[src/rtl/e2prom_arb_pkg.sv]
// e2prom_arb shared types and constants.
// Port indices, field widths and FSM state encoding.
package e2prom_arb_pkg;

  localparam int ADDR_W = 17;
  localparam int LEN_W  = 17;

  localparam logic P_SCAN = 1'b0;
  localparam logic P_DOWN = 1'b1;

  typedef enum logic [2:0] {
    S_IDLE,
    S_ISSUE,
    S_WDATA,
    S_RDATA,
    S_WAIT_RDY,
    S_DONE
  } state_t;

endpackage

[src/rtl/e2prom_arb_wdog.sv]
// Transaction watchdog: counts while enabled, expires on the
// cycle that would complete TO_CYC cycles since the count began.
module e2prom_arb_wdog #(
  parameter int              TO_W   = 24,
  parameter logic [TO_W-1:0] TO_CYC = 24'd1_000_000
) (
  input  logic clk,
  input  logic rst_n,
  input  logic i_clr,
  input  logic i_en,
  output logic o_expire
);

  localparam logic [TO_W-1:0] LIM =
    TO_CYC - {{(TO_W-1){1'b0}}, 1'b1};

  logic [TO_W-1:0] r_cnt;

  always_ff @(posedge clk or negedge rst_n) begin
    if (!rst_n) begin
      r_cnt <= '0;
    end else if (i_clr) begin
      r_cnt <= '0;
    end else if (i_en) begin
      r_cnt <= r_cnt + 1'b1;
    end
  end

  assign o_expire = i_en && (r_cnt == LIM);

endmodule

[src/rtl/e2prom_arb.sv]
// Two-port round-robin arbiter in front of the EEPROM controller.
// One transaction at a time; watchdog forces completion on a hang.
module e2prom_arb
  import e2prom_arb_pkg::*;
#(
  parameter int              TO_W   = 24,
  parameter logic [TO_W-1:0] TO_CYC = 24'd1_000_000
) (
  input  logic              clk,
  input  logic              rst,
  input  logic              i0_req,
  input  logic              i0_wr,
  input  logic [ADDR_W-1:0] im0_addr,
  input  logic [LEN_W-1:0]  im0_len,
  input  logic [7:0]        im0_wdata,
  input  logic              i0_wr_dv,
  input  logic              i0_wr_last,
  input  logic              i1_req,
  input  logic              i1_wr,
  input  logic [ADDR_W-1:0] im1_addr,
  input  logic [LEN_W-1:0]  im1_len,
  input  logic [7:0]        im1_wdata,
  input  logic              i1_wr_dv,
  input  logic              i1_wr_last,
  output logic              o0_gnt,
  output logic [7:0]        om0_rdata,
  output logic              o0_rd_dv,
  output logic              o0_rd_last,
  output logic              o0_done,
  output logic              o0_err,
  output logic              o1_gnt,
  output logic [7:0]        om1_rdata,
  output logic              o1_rd_dv,
  output logic              o1_rd_last,
  output logic              o1_done,
  output logic              o1_err,
  output logic              o_e2prom_rden,
  output logic              o_e2prom_wren,
  output logic [ADDR_W-1:0] om_e2prom_addr,
  output logic [LEN_W-1:0]  om_e2prom_wr_len,
  output logic [7:0]        om_e2prom_wdata,
  output logic              o_e2prom_wr_dv,
  output logic              o_e2prom_wr_last,
  input  logic              i_e2prom_ready,
  input  logic [7:0]        im_e2prom_rd_data,
  input  logic              i_e2prom_rd_valid,
  input  logic              i_e2prom_rd_last
);

  state_t r_state, w_next;

  logic              r_gnt, r_port, r_last, r_wr, r_busy;
  logic [ADDR_W-1:0] r_addr;
  logic [LEN_W-1:0]  r_len;
  logic              r_rden, r_wren;
  logic [7:0]        r_wdata, r_rd_data;
  logic              r_wr_dv, r_wr_last;
  logic              r_rd_dv, r_rd_last;
  logic              r_done, r_err;

  logic              w_gnt_d, w_port_d, w_last_d, w_wr_d, w_busy_d;
  logic [ADDR_W-1:0] w_addr_d;
  logic [LEN_W-1:0]  w_len_d;
  logic              w_rden_d, w_wren_d;
  logic [7:0]        w_wdata_d, w_rd_data_d;
  logic              w_wr_dv_d, w_wr_last_d;
  logic              w_rd_dv_d, w_rd_last_d;
  logic              w_done_d, w_err_d;

  logic              w_pick, w_c_wr, w_g_dv, w_g_last;
  logic [ADDR_W-1:0] w_c_addr;
  logic [LEN_W-1:0]  w_c_len;
  logic [7:0]        w_g_wdata;
  logic              w_expire, w_wd_en, w_wd_clr;
  logic              w_is0, w_is1;

  // On a tie the port not served last wins.
  assign w_pick   = (i0_req && i1_req) ? ~r_last : i1_req;
  assign w_c_wr   = w_pick ? i1_wr    : i0_wr;
  assign w_c_addr = w_pick ? im1_addr : im0_addr;
  assign w_c_len  = w_pick ? im1_len  : im0_len;

  assign w_g_wdata = r_port ? im1_wdata  : im0_wdata;
  assign w_g_dv    = r_port ? i1_wr_dv   : i0_wr_dv;
  assign w_g_last  = r_port ? i1_wr_last : i0_wr_last;

  assign w_wd_clr = (r_state == S_IDLE);
  assign w_wd_en  = (r_state != S_IDLE) && (r_state != S_DONE);

  e2prom_arb_wdog #(
    .TO_W   (TO_W),
    .TO_CYC (TO_CYC)
  ) u_wdog (
    .clk      (clk),
    .rst_n    (rst),
    .i_clr    (w_wd_clr),
    .i_en     (w_wd_en),
    .o_expire (w_expire)
  );

  always_comb begin
    w_next      = r_state;
    w_gnt_d     = r_gnt;
    w_port_d    = r_port;
    w_last_d    = r_last;
    w_wr_d      = r_wr;
    w_addr_d    = r_addr;
    w_len_d     = r_len;
    w_busy_d    = r_busy;
    w_rden_d    = 1'b0;
    w_wren_d    = 1'b0;
    w_wdata_d   = '0;
    w_wr_dv_d   = 1'b0;
    w_wr_last_d = 1'b0;
    w_rd_data_d = '0;
    w_rd_dv_d   = 1'b0;
    w_rd_last_d = 1'b0;
    w_done_d    = 1'b0;
    w_err_d     = 1'b0;
    unique case (r_state)
      S_IDLE: begin
        if (i_e2prom_ready && (i0_req || i1_req)) begin
          w_next   = S_ISSUE;
          w_gnt_d  = 1'b1;
          w_port_d = w_pick;
          w_wr_d   = w_c_wr;
          w_addr_d = w_c_addr;
          w_len_d  = (w_c_len == '0) ?
                     {{(LEN_W-1){1'b0}}, 1'b1} : w_c_len;
          w_rden_d = ~w_c_wr;
          w_wren_d = w_c_wr;
        end
      end
      S_ISSUE: begin
        w_busy_d = 1'b0;
        w_next   = r_wr ? S_WDATA : S_RDATA;
      end
      S_WDATA: begin
        w_busy_d    = r_busy | ~i_e2prom_ready;
        w_wdata_d   = w_g_wdata;
        w_wr_dv_d   = w_g_dv;
        w_wr_last_d = w_g_dv & w_g_last;
        if (w_g_dv && w_g_last) w_next = S_WAIT_RDY;
      end
      S_RDATA: begin
        w_busy_d    = r_busy | ~i_e2prom_ready;
        w_rd_data_d = im_e2prom_rd_data;
        w_rd_dv_d   = i_e2prom_rd_valid;
        w_rd_last_d = i_e2prom_rd_valid & i_e2prom_rd_last;
        if (i_e2prom_rd_valid && i_e2prom_rd_last)
          w_next = S_WAIT_RDY;
      end
      S_WAIT_RDY: begin
        w_busy_d = r_busy | ~i_e2prom_ready;
        if (r_busy && i_e2prom_ready) begin
          w_next   = S_DONE;
          w_done_d = 1'b1;
        end
      end
      S_DONE: begin
        w_gnt_d  = 1'b0;
        w_last_d = r_port;
        w_next   = S_IDLE;
      end
      default: w_next = S_IDLE;
    endcase
    if (w_expire) begin
      w_next      = S_DONE;
      w_done_d    = 1'b1;
      w_err_d     = 1'b1;
      w_rden_d    = 1'b0;
      w_wren_d    = 1'b0;
      w_wdata_d   = '0;
      w_wr_dv_d   = 1'b0;
      w_wr_last_d = 1'b0;
      w_rd_data_d = '0;
      w_rd_dv_d   = 1'b0;
      w_rd_last_d = 1'b0;
    end
  end

  always_ff @(posedge clk or negedge rst) begin
    if (!rst) begin
      r_state   <= S_IDLE;
      r_gnt     <= 1'b0;
      r_port    <= P_SCAN;
      r_last    <= P_SCAN;
      r_wr      <= 1'b0;
      r_busy    <= 1'b0;
      r_addr    <= '0;
      r_len     <= '0;
      r_rden    <= 1'b0;
      r_wren    <= 1'b0;
      r_wdata   <= '0;
      r_wr_dv   <= 1'b0;
      r_wr_last <= 1'b0;
      r_rd_data <= '0;
      r_rd_dv   <= 1'b0;
      r_rd_last <= 1'b0;
      r_done    <= 1'b0;
      r_err     <= 1'b0;
    end else begin
      r_state   <= w_next;
      r_gnt     <= w_gnt_d;
      r_port    <= w_port_d;
      r_last    <= w_last_d;
      r_wr      <= w_wr_d;
      r_busy    <= w_busy_d;
      r_addr    <= w_addr_d;
      r_len     <= w_len_d;
      r_rden    <= w_rden_d;
      r_wren    <= w_wren_d;
      r_wdata   <= w_wdata_d;
      r_wr_dv   <= w_wr_dv_d;
      r_wr_last <= w_wr_last_d;
      r_rd_data <= w_rd_data_d;
      r_rd_dv   <= w_rd_dv_d;
      r_rd_last <= w_rd_last_d;
      r_done    <= w_done_d;
      r_err     <= w_err_d;
    end
  end

  assign w_is0 = (r_port == P_SCAN);
  assign w_is1 = (r_port == P_DOWN);

  assign o0_gnt     = r_gnt & w_is0;
  assign om0_rdata  = w_is0 ? r_rd_data : '0;
  assign o0_rd_dv   = r_rd_dv & w_is0;
  assign o0_rd_last = r_rd_last & w_is0;
  assign o0_done    = r_done & w_is0;
  assign o0_err     = r_err & w_is0;

  assign o1_gnt     = r_gnt & w_is1;
  assign om1_rdata  = w_is1 ? r_rd_data : '0;
  assign o1_rd_dv   = r_rd_dv & w_is1;
  assign o1_rd_last = r_rd_last & w_is1;
  assign o1_done    = r_done & w_is1;
  assign o1_err     = r_err & w_is1;

  assign o_e2prom_rden    = r_rden;
  assign o_e2prom_wren    = r_wren;
  assign om_e2prom_addr   = r_addr;
  assign om_e2prom_wr_len = r_len;
  assign om_e2prom_wdata  = r_wdata;
  assign o_e2prom_wr_dv   = r_wr_dv;
  assign o_e2prom_wr_last = r_wr_last;

endmodule

[config.mk]
export PLATFORM = sky130hd
export DESIGN_NAME = e2prom_arb
export DESIGN_NICKNAME = d
export VERILOG_FILES = /design/src/rtl/e2prom_arb_pkg.sv /design/src/rtl/e2prom_arb_wdog.sv /design/src/rtl/e2prom_arb.sv
export SDC_FILE = /design/constraint.sdc
export NUM_CORES = 1
export LEC_CHECK = 0
export BUFFER_PORTS_ARGS = -buffer_cell sky130_fd_sc_hd__buf_4
export CAP_MARGIN = 10
export CORE_MARGIN = 1.5
export CORE_UTILIZATION = 44
export DETAILED_ROUTE_END_ITERATION = 8
export GPL_TIMING_DRIVEN = 0
export PLACE_DENSITY = 0.82
export SLEW_MARGIN = 10
export SYNTH_ARGS = -nofsm -noshare
export SYNTH_HDL_FRONTEND = slang
export SYNTH_SLANG_ARGS = --single-unit
[constraint.sdc]
create_clock -name clk -period 1.9 [get_ports clk]
set_input_delay 0.285 -clock clk [delete_from_list [all_inputs] [get_ports clk]]
set_output_delay 0.285 -clock clk [all_outputs]
set_load 0.02 [all_outputs]
# Word level (Yosys, flattened, before mapping)
# Cells that the tools add are included.
totals:
  regBits: 90
  in_bits: 105
  out_inout_bits: 72
  word_cells: 111
op_classes:
  addsub: 1
  n_eq_ne: 12
  mux: 44
  bitwise_logic: 17
  reduce_logical: 18
op_table:
  columns: ["operator", "n"]
  rows:
  - ["8-bit two-way mux", 7]
  - ["17-bit two-way mux", 3]
  - ["24-bit two-way mux", 2]
  - ["24-bit by 1-bit adder with 24-bit output, second input constant", 1]
  - ["24-bit by 20-bit equality test with 1-bit output, second input constant", 1]
  - ["1-bit two-way mux", 24]
  - ["17-bit logical NOT", 1]
  - ["3-bit two-way mux", 5]
  - ["3-bit one-hot mux with 5 select lines", 1]
  - ["1-bit bitwise AND", 12]
  - ["3-bit by 2-bit inequality test with 1-bit output, second input constant", 3]
  - ["1-bit logical AND", 7]
  - ["3-bit by 2-bit equality test with 1-bit output, second input constant", 2]
  - ["3-bit equality test, second input constant", 2]
  - ["3-bit inequality test, second input constant", 2]
  - ["2-bit nonzero test", 3]
  - ["1-bit NOT", 4]
  - ["1-bit one-hot mux with 2 select lines", 2]
  - ["2-bit AND reduction", 2]
  - ["4-bit AND reduction", 1]
  - ["3-bit by 1-bit equality test with 1-bit output, second input constant", 1]
  - ["3-bit logical NOT", 1]
  - ["3-bit nonzero test", 1]
  - ["3-bit OR reduction", 1]
  - ["other kinds (3)", 3]

# Logic depth before layout (Yosys ltp)
logic_depth:
  ltp_word: 7
  ltp_mapped: 7

# Modules after synthesis
# Synthesis repeated with hierarchy kept, for this count alone.
hier_totals:
  hier_cells: 448
  area_unflattened_um2: 4523.1
modules_own_cells:
  columns: ["mod", "instances", "cells_each", "area_each_um2", "seq_area_each_um2"]
  rows:
  - ["e2prom_arb", 1, 301, 3128.0, 1651.6]
  - ["e2prom_arb_wdog", 1, 147, 1395.1, 600.6]

# Least setup slack after synthesis
# No wires, ideal clock.
synth_path:
  kind: "register to register"
  startpoint: "register u_wdog.r_cnt[10]"
  endpoint: "register r_state[0]"
  setup_time_ps: 121
  arrival_ps: 1870
  required_time_ps: 1779
  path_slack_ps: -91
  stages_incl_launch_ff: 7
  n_path_buf: 2
  synth_period_minus_slack_ps: 1991
  cell_sequence: "dfrtp_1 clkbuf_1 or4_1 or4_1 o21a_1 buf_2 a22o_1"
synth_between:
  elab_chain_len: 4
synth_rtl:
  columns: ["item", "line", "text"]
  rows:
  - ["start, declared", "e2prom_arb_wdog.sv:17", "logic [TO_W-1:0] r_cnt;"]
  - ["start signal, assigned", "e2prom_arb_wdog.sv:25", "r_cnt <= r_cnt + 1'b1;"]
  - ["24-bit by 20-bit equality test with 1-bit output (*)", "e2prom_arb_wdog.sv:29", "assign o_expire = i_en && (r_cnt == LIM);"]
  - ["1-bit logical AND (*)", "e2prom_arb_wdog.sv:29", null]
  - ["3-bit by 2-bit inequality test with 1-bit output (no source line) / 3-bit inequality test (equally long branches)", null, null]
  - ["4-bit AND reduction (no source line)", null, null]
  - ["end signal, assigned", "e2prom_arb.sv:203", "r_state <= w_next;"]
  - ["end, declared", "e2prom_arb.sv:50", "state_t r_state, w_next;"]
# Mark *: on every way between the ends. The rest lies on a longest branch, timed or not.
# A chain may end at the register's enable or synchronous reset.

# Worst setup path in the final report
layout_path:
  startpoint: "register u_wdog.r_cnt[15]"
  endpoint: "register r_state[0]"
# The elaborated chain is that of the path after synthesis.

==> reports/metrics.yaml <==
outcome: "complete, but fails checks"
failing_checks: "hold timing, setup timing"
standard_cell_core_area_sq_mm: 0.00982
depth_of_the_cts_h_tree: 3
vdd_drop_max_mv: 0.685
placementRows: 36
areaGrowthSynthToFinish_pct: 44.0
min_period_ns: 2.07
drt_drc_violations_left: 0
synth_compound_area_share_pct: 12.7
finish.instance_area_sq_mm: 0.00644
detail_route.wl_per_cell_microns: 17.1
yosys.area_share.xor_xnor_pct: 0.978
critical-path-max-stage-delay_ns: 0.54
report.final.setup_viol: 29
power.share.combinational_pct: 46.8
floorplan.initialDensity_pct: 45.6
synth-adder-area-share_pct: 0.279
final_cell_count_no_fill: 792
avgViaCountPerCell: 5.54
main_combinational_cell_family_by_area_after_synthesis: "simple AND/OR/NAND/NOR gates"
crit_path_frequent_cell: "or4_4"
detail_route.first_pass.iterations: 5
top_level_ports: 177
maxCapViolations: 0
antenna_found_initial: 0
detailedRoute.firstIterationViolations: 307
crit_path_max_fanout: 5
power.clock.fraction_pct: 19.2
cts.root.buffer_cell: "clkbuf_8"
fillCellCount: 785
ys.warnings.count: 0
critical_path_class: "reg2reg"
vias: 4390
skew_ns: 0.0118
worst-slew-pin-transition_ns: 0.921
cts.sinks: 90
synth_seq_cells: 90
post_route_cells_drive_above_1_share_pct: 36.9
synthMuxAreaShare_pct: 10.5
post_synth.cell_area_avg_sq_um: 9.82
timing.fmax_ghz: 0.484
grt_first_pass_wirelength_microns: 21400
post_synth_edffs: 0
critical_path.cell_chain: "or4_4, or4_4, o21a_4, buf_6, a22o_1"
p_leak_nw: 3.12
dieWidth_microns: 104
area_used_by_multi_input_combinational_logic_sq_mm: 0.00218
wirelength_microns: 13600
tritoncts_clock_tree: "yes"
dp_hpwl_microns: 9550
synth.yosys.seq_area_share_pct: 50.3
placed_cell_area_sq_mm: 0.00599
worst_r2r_path_depth: 5
cp_slowest_cell: "or4_4"
critical_path.endpoint_type: "flop"
reg2reg_slack_ns: -0.17
power.share.switching_pct: 39.4
synth_async_sr_flop_share_pct: 100
worstPathRequired_ns: 2.16
final_critical_path_setup_slack_ns: -0.167
antenna_cells: 0
seqCellArea_sq_mm: 0.00226
rsz0062_at_grt: "yes"
synthSimpleGateAreaFrac_pct: 22.0
net-switching-power_mw: 3.30
finish.net_count: 760
critical_path_arrival_ns: 2.33
final.period_utilization_pct: 109
vias_in_the_first_global_route: 4410
cts-buffers-inserted: 9
clock_tree.buffer_depth: 2
antenna_left: 0
tightest_slew_margin_relative_to_the_limit_pct: 38.0
internal_power_mw: 5.07
syn_inst: 456
placed_cells: 765
grt_overflow: 0
place.port_buffers: 176
routabilityCongestion: 0.923
synthesis.area_sq_mm: 0.00448
sequentialPowerShare_pct: 34.0
whs_ns: -0.0227
floorplan.die_area_sq_mm: 0.0108
ys.flop_type: "dfrtp_1"
timing.final.hold_violations: 12
clock_latency_ns: 0.37
start_kind: "flop"
worst_hold_path_type: "in2async"
powerDensity_mw_per_mm2: 1300
grt_start_max_net_pins: 91
synth_cell_types: 48
post_place_setup_slack_ns: -0.450
synth_nets: 562
clkSlewWorstSetupHoldPaths_ns: 0.09
slew_viol_final: 0
die_height_microns: 104
grt_use_total_pct: 24.8
==> routing by layer <==
layer / vias up / track usage (%) / part of all wire (%)
li1: 2028 / - / -
met1: 2106 / 30.1 / 39
met2: 215 / 42.8 / 52
met3: 41 / 4.20 / 5.9
met4: 0 / 12.4 / 3.1
met5: - / 0 / 0
==> power by group through the flow <==
stage                     registers (mW)  clock network (mW)  logic (mW)
after global placement              2.83                   0        3.56
after floorplan                     3.33                   0        1.64
after CTS                           2.86                1.63        3.73
after detailed placement            2.86                   0        3.66
final                               2.85                1.61        3.92
after global routing                2.91                1.73        4.18
==> flip-flops by register name (all words and copies together) (netlist names) <==
register / flops
o_e2prom_wren: 1
om_e2prom_wdata: 8
o_e2prom_wr_dv: 1
r_last: 1
r_rd_last: 1
r_gnt: 1
r_done: 1
r_busy: 1
r_state: 3
u_wdog.r_cnt: 24
o_e2prom_wr_last: 1
om_e2prom_wr_len: 17
r_wr: 1
r_rd_dv: 1
r_rd_data: 8
om_e2prom_addr: 17
r_port: 1
r_err: 1
o_e2prom_rden: 1
==> cells by family after synthesis <==
| family | count (synthesis) |
|---|---|
| AOI/OAI and AO/OA | 91 |
| xor gates and xnor gates | 5 |
| adders and majority gates | 1 |
| buffers and inverters | 33 |
| DFF | 90 |
| muxes | 47 |
| and+or+nand+nor | 189 |
==> final cells by class <==
| cell class | instances | share of cell area, % |
|---|---|---|
| sequential | 90 | 35.0 |
| multi-input combinational | 335 | 33.8 |
| timing repair buffer | 190 | 22.2 |
| tap | 133 | 2.58 |
| buffer | 25 | 2.43 |
| clock buffer | 10 | 2.14 |
| clock inverter | 6 | 1.77 |
| inverter | 3 | 0.175 |
==> synthesized netlist by cell type (all sizes together) (2+ instances only) <==
cell type / n / area, sq um
o22ai: 3 / 18.8
a22o: 4 / 35.0
and4: 4 / 35.0
inv: 3 / 11.3
nor3: 6 / 30.0
a21o: 2 / 15.0
nand2: 19 / 71.3
a41oi: 2 / 17.5
nand3b: 2 / 15.0
and2: 26 / 163
nor2: 64 / 240
a21boi: 2 / 15.0
nor2b: 14 / 87.6
o41ai: 2 / 17.5
o311ai: 3 / 26.3
mux2i: 46 / 460
o21a: 3 / 22.5
o21ai: 8 / 40.0
and3: 6 / 37.5
clkbuf: 18 / 67.6
a31oi: 3 / 18.8
dfrtp: 90 / 2250
or4: 8 / 60.1
o31ai: 7 / 52.6
nand2b: 5 / 31.3
nor4b: 2 / 17.5
or3: 3 / 18.8
xnor2: 4 / 35.0
nor4: 9 / 56.3
nand4: 8 / 50.1
buf: 12 / 62.6
a21oi: 45 / 225
nand3: 11 / 55.1
==> final timing paths <==
| kind | startpoint | to |
|---|---|---|
| max | u_wdog.r_cnt[15]$_DFFE_PN0P_ | r_state[0]$_DFFE_PN0P_ |
| min | rst | u_wdog.r_cnt[4]$_DFFE_PN0P_ |
| max reg2reg | u_wdog.r_cnt[15]$_DFFE_PN0P_ | r_state[0]$_DFFE_PN0P_ |
| min reg2reg | r_last$_DFFE_PN0P_ | r_last$_DFFE_PN0P_ |
| max in group asynchronous | rst | r_port$_DFFE_PN0P_ |
| min in group clk | im_e2prom_rd_data[0] | r_rd_data[0]$_DFF_PN0_ |
==> metrics by stage <==
| stage | power (mW) | util, % | TNS [ns] |
|---|---|---|---|
| floorplan | 4.97 | - | -0.119 |
| global placement | 6.38 | 61.0 | -14.86 |
| detailed placement | 6.52 | 61.0 | -17.16 |
| CTS | 8.22 | 64.6 | -2.66 |
| global route | 8.82 | 65.6 | -4.28 |
| finish | 8.37 | 65.6 | -2.88 |
==> worst max-delay path: cells and delay by family, from the launching register on <==
kind	cells	cell delay [ns]
buffers and inverters	1	0.13
and+or+nand+nor	2	1.01
DFF	1	0.40
AOI/OAI and AO/OA	2	0.44
==> cell usage in the layout (no fill, tap or decap), drive strengths merged, types with 3 or more instances in the layout <==
cell and n:
dfrtp 90, nor2 65, o31ai 7, inv 3, clkbuf 27, mux2i 46
buf 198, or3 3, and3 6, a31oi 3, o22ai 3, bufinv 3
nor3 6, and2 26, nor4 9, xnor2 4, o21a 3, nand4 8
or4 8, a21oi 45, o311ai 3, nor2b 14, nand3 11, o21ai 8
a22o 4, nand2 19, nand2b 5, and4 4
==> what timing repair did <==
| action | CTS | global route |
|---|---|---|
| gates resized for setup | 18 | 23 |
| cloned | 1 | 2 |
| endpoints found under the setup margin | 98 | 85 |
| setup buffers | 9 | 4 |
| pin swaps | 7 | 4 |
| hold buffers | 0 | 0 |
(Power assumes the default switching activity.)
